## src/rtl/uart_tx_engine.sv

```systemverilog
// UART transmit engine: serialises one byte per frame (start, 8 data bits
// LSB first, optional parity, 1 or 2 stop bits), one bit per baud tick.
// The baud input is a free-running divided clock that is only sampled as
// data, so every bit boundary is a clk_i-synchronous event.
//
// Handshake: a byte is taken on the rising clk_i edge where tx_valid_i and
// tx_ready_o are both 1. tx_data_i is captured on that edge. tx_ready_o is
// 1 only when the engine is idle. Outside that edge, tx_valid_i and
// tx_data_i are don't-care.
module uart_tx_engine #(
  parameter int PARITY_EN  = 0,
  parameter int PARITY_ODD = 0,
  parameter int STOP_BITS  = 1
) (
  input  logic       clk_i,
  input  logic       rst_n_i,
  input  logic       baud_clk_i,
  input  logic [7:0] tx_data_i,
  input  logic       tx_valid_i,
  output logic       tx_ready_o,
  output logic       tx_o,
  output logic       tx_busy_o,
  output logic       tx_done_o,
  output logic [2:0] dbg_state
);

  // Anything other than exactly 2 stop bits falls back to 1.
  localparam logic PAR_EN    = (PARITY_EN != 0);
  localparam logic PAR_ODD   = (PARITY_ODD != 0);
  localparam logic STOP_LAST = (STOP_BITS == 2);

  typedef enum logic [2:0] {
    IDLE   = 3'd0,
    ALIGN  = 3'd1,
    START  = 3'd2,
    DATA   = 3'd3,
    PARITY = 3'd4,
    STOP   = 3'd5
  } state_t;

  state_t     state, state_n;
  logic       sync1, sync2, hist;
  logic       tick;
  logic [7:0] data_q, data_n;
  logic [2:0] bit_idx, bit_idx_n, bit_idx_inc;
  logic       stop_cnt, stop_cnt_n;
  logic       tx_q, tx_n;
  logic       done_q, done_n;

  // Baud synchroniser and rising-edge history. These flops reset high so
  // that a baud input already high at reset release does not look like an
  // edge.
  always_ff @(posedge clk_i or negedge rst_n_i) begin
    if (!rst_n_i) begin
      sync1 <= 1'b1;
      sync2 <= 1'b1;
      hist  <= 1'b1;
    end else begin
      sync1 <= baud_clk_i;
      sync2 <= sync1;
      hist  <= sync2;
    end
  end

  assign tick        = sync2 & ~hist;
  assign bit_idx_inc = bit_idx + 3'd1;

  // FSM state plus datapath registers. The line and the done pulse are
  // registered so that tx_o never glitches.
  always_ff @(posedge clk_i or negedge rst_n_i) begin
    if (!rst_n_i) begin
      state    <= IDLE;
      data_q   <= 8'h00;
      bit_idx  <= 3'd0;
      stop_cnt <= 1'b0;
      tx_q     <= 1'b1;
      done_q   <= 1'b0;
    end else begin
      state    <= state_n;
      data_q   <= data_n;
      bit_idx  <= bit_idx_n;
      stop_cnt <= stop_cnt_n;
      tx_q     <= tx_n;
      done_q   <= done_n;
    end
  end

  // Next-state logic. The captured byte is never shifted; the bit index
  // selects the outgoing bit, so the byte stays intact until the next
  // accept.
  always_comb begin
    state_n    = state;
    data_n     = data_q;
    bit_idx_n  = bit_idx;
    stop_cnt_n = stop_cnt;
    tx_n       = tx_q;
    done_n     = 1'b0;
    unique case (state)
      IDLE: begin
        // A tick on the accept edge is ignored, because IDLE does not
        // look at tick.
        tx_n = 1'b1;
        if (tx_valid_i) begin
          data_n    = tx_data_i;
          bit_idx_n = 3'd0;
          state_n   = ALIGN;
        end
      end
      ALIGN: begin
        if (tick) begin
          tx_n    = 1'b0;
          state_n = START;
        end
      end
      START: begin
        if (tick) begin
          bit_idx_n = 3'd0;
          tx_n      = data_q[0];
          state_n   = DATA;
        end
      end
      DATA: begin
        if (tick) begin
          if (bit_idx == 3'd7) begin
            if (PAR_EN) begin
              tx_n    = (^data_q) ^ PAR_ODD;
              state_n = PARITY;
            end else begin
              tx_n       = 1'b1;
              stop_cnt_n = 1'b0;
              state_n    = STOP;
            end
          end else begin
            bit_idx_n = bit_idx_inc;
            tx_n      = data_q[bit_idx_inc];
          end
        end
      end
      PARITY: begin
        if (tick) begin
          tx_n       = 1'b1;
          stop_cnt_n = 1'b0;
          state_n    = STOP;
        end
      end
      STOP: begin
        if (tick) begin
          if (stop_cnt == STOP_LAST) begin
            done_n  = 1'b1;
            state_n = IDLE;
          end else begin
            stop_cnt_n = 1'b1;
          end
        end
      end
      default: begin
        tx_n    = 1'b1;
        state_n = IDLE;
      end
    endcase
  end

  assign tx_ready_o = (state == IDLE);
  assign tx_busy_o  = ~tx_ready_o;
  assign tx_o       = tx_q;
  assign tx_done_o  = done_q;
  assign dbg_state  = state;

endmodule

```

## config.mk

```make
export PLATFORM = sky130hd
export DESIGN_NAME = uart_tx_engine
export DESIGN_NICKNAME = d
export VERILOG_FILES = /design/src/rtl/uart_tx_engine.sv
export SDC_FILE = /design/constraint.sdc
export NUM_CORES = 1
export LEC_CHECK = 0
export CORE_ASPECT_RATIO = 0.7
export CORE_MARGIN = 2
export CORE_UTILIZATION = 40
export DETAILED_ROUTE_END_ITERATION = 12
export HOLD_SLACK_MARGIN = 0.02
export SLEW_MARGIN = 30
export SYNTH_ARGS = -nofsm -noshare
export SYNTH_HDL_FRONTEND = slang
export SYNTH_SLANG_ARGS = --single-unit
export TNS_END_PERCENT = 100
```

## constraint.sdc

```tcl
create_clock -name clk_i -period 2.1 [get_ports clk_i]
set_input_delay 0.525 -clock clk_i [delete_from_list [all_inputs] [get_ports clk_i]]
set_output_delay 0.525 -clock clk_i [all_outputs]
set_load 0.01 [all_outputs]
```

==> results.md <==
* Outcome: finished, final reports clean
* Initial Utilization at approximately 43%
* Pin count of the biggest net entering global routing at 16
* Final setup TNS at 0 ns
* Cells after Synth at 80
* CTS Buffer Depth at 2
* Post-synthesis register bit count at 19
* Depth of the CTS H-tree at 1
* Initial antenna violation count at 0
* Post-place setup slack at approximately 0.23 ns
* Post-CTS setup repair buffer count at 0
* Hold WC Path Type: reg -> reg
* Routability cong. at roughly 0.71
* Fmax at between 500 and 600 MHz
* Post-DP HPWL at ~1300 um
* Fin util at between 50% and 60%
* CP peak stage delay at ~0.56 ns
* Via count at about 660
* Routed WL at around 1700 um
* Fillers at roughly 220
* Cell chain of the critical path: buf_4 -> clkdlybuf4s50_1
* CP Data Arrival Time at 1.42 ns
* Critical path required time at ~1.6 ns
* Cell taking the most area after synthesis: dfrtp_1
* Final nets at around 120
* PwrDens at 1090 nW/um^2
* Tot GR Track Use at between 10% and 20%
* Most area-consuming cells after synthesis: dfrtp_1 39%, dfstp_2 11%, mux2_4 11%, mux4_2 4.7%, ha_1 2.6%
* Root Buffer: clkbuf_4
* First-pass GRT wire length at 2900 um
* Slew Limit Headroom at 69.4%
* CP Max Fanout at 15
* Worst clock skew at between 0.008 and 0.009 ns
* Synth warn at 0
* Worst vdd ir at 384 uV
* Die area at around 2800 um^2
* Die width at ~63 um
* Buffers on Ports at 18
* # diodes at 0
* Vias/cell at ~4.9
* ANT nets after route at 0
* Setup crit end kind: output pin
* CP bufs+invs at 2
* 1st-iter DRT viols at 21
* Final min period at between 1.5 and 2 ns
* CTS clock-pin slew for the worst setup and hold paths at 0.10 ns
* EDFF count, synth at 0
* Clk_lat worst skew at approximately 0.3 ns
* Crit start category: flip-flop
* Post-synthesis cell area at about 960 um^2
* CTS Buf Count at 3
* Ys flop type: dfrtp_1
* CTS tree: built
* # IOs at 19
* Layout cells sized above 1 at 22.5%
* Top-area cell type share of the netlist area at approximately two fifths
* Final worst-path setup slack at roughly 0.15 ns
* Per-cell routed wire length at about 13 um
* Final slew viol count at 0
* RSZ-0062 raised after global routing: false
* Syn nets at 94
* Post-synth ARST share at 100%
* Delay-heaviest family, CP: buffers and inverters
* Hold buffers post-CTS at 0
* Worst Tran Pin Value at 0.457 ns
* CP max-delay cell: clkdlybuf4s50_1
* FF-to-FF setup slack at 0.30 ns
* Setup Viol. Count Final at 0
* Core Area at between 2000 and 2500 um^2
* Total of max-cap violations at 0
* Crit Path Category: reg -> out
* Pre-antenna DRT Iters at 4
* Post-synthesis cell type count at 34
* Post-synthesis sequential area ratio at between 50% and 60%
* Vias in the first global route at approximately 620
* Overflow after GRT at 0
* Syn Area/Cell at approximately 12 um^2
* Die Ht at between 40 and 50 um
* Final period utilization at 92.7%
* Num rows at 14
* Clock sink total at 19
* Lkg Pwr at between 0.0005 and 0.0006 uW
* DRC at 0
* Final Hold Viols at 0
* Area Overhead vs Synth at 25.6%
## cell usage after synthesis (2+ instances only)
master / count
mux4_2: 2
inv_1: 4
dfrtp_1: 15
clkbuf_1: 2
mux2_4: 7
ha_1: 2
o21ai_0: 5
nand2_1: 5
dfstp_2: 4
nand2b_1: 3
o41ai_1: 2
nor3_1: 2
o21ai_1: 2
nor2_1: 4
a21oi_1: 2
## power by group
| group | internal [uW] | switching [uW] |
|---|---|---|
| registers | 496 | 80.8 |
| clock network | 73.9 | 107 |
| logic | 333 | 226 |
| total | 903 | 413 |
## metrics by stage
stage	instance area (um^2)	total power, uW	hold slack (ns)	instances
floorplan	958	975	0.229	80
global placement	1180	1140	0.348	130
detailed placement	1180	1150	0.350	130
CTS	1200	1330	0.365	134
global route	1200	1430	0.367	134
finish	1200	1320	0.363	134
## cell usage in the layout (no fill, tap or decap), drive strengths merged, types with 2 or more instances in the layout
cell type and n:
nor2 4, mux4 2, clkbuf 4, dfrtp 15, a21oi 2, o41ai 2
mux2 7, o21ai 7, nor3 2, ha 2, nand2 5, inv 5
nand2b 3, buf 4, clkdlybuf4s50 16, dfstp 4, and2 2
## layout make-up
class,instances,area (um^2),area share [%]
sequential,19,480,39.9
tap,32,40.0,3.33
multi-input combinational,52,427,35.4
clock buffer,4,26.3,2.18
timing repair buffer,22,211,17.6
inverter,5,18.8,1.56
## path summary, 6_finish.rpt
kind,from,endpoint,cells after the start
worst max-delay path,dbg_state[2],dbg_state[2],2
worst min-delay path,sync1,sync2,0
max in group asynchronous,rst_n_i,data_q[7],2
worst min register to register,sync1,sync2,0
worst max register to register,bit_idx[0],tx_o,5
min in group asynchronous,rst_n_i,tx_done_o,1
## state kept, by name (all words and copies together), names as in the netlist
name / cells
dbg_state: 3
tx_done_o: 1
tx_o: 1
hist: 1
sync2: 1
sync1: 1
data_q: 8
bit_idx: 3
## cell families after synthesis
kind of cell             count (synthesis)  synth area share [%]
AND/OR/NAND/NOR                         23                  13.7
flip-flops                              19                  50.1
AO/OA/AOI/OAI                           17                  11.5
multiplexers                            10                  16.7
buffers and inverters                    9                  5.35
adder cells (fa/ha/maj)                  2                  2.61
## worst register-to-register path: stages, from the launching register on
cell,delay (ns)
dfrtp_1,0.44
ha_1,0.39
mux4_2,0.52
mux2i_1,0.14
nand4b_1,0.11
o211a_1,0.12
## per-layer routing
layer / track usage, % / vias up / share of wire [%]
met5: 0 / - / 0
met1: 18.3 / 313 / 54
li1: - / 331 / -
met4: 3.56 / 0 / 0.41
met3: 5.49 / 3 / 5.2
met2: 20.9 / 14 / 41
## timing repair
action                                  in CTS  in global routing
gates cloned                                 0                  0
gates resized for setup                      1                  1
hold endpoints to repair                     0                  0
endpoints found under the setup margin       1                  1
Note: power is estimated with default switching activity, not from simulation.
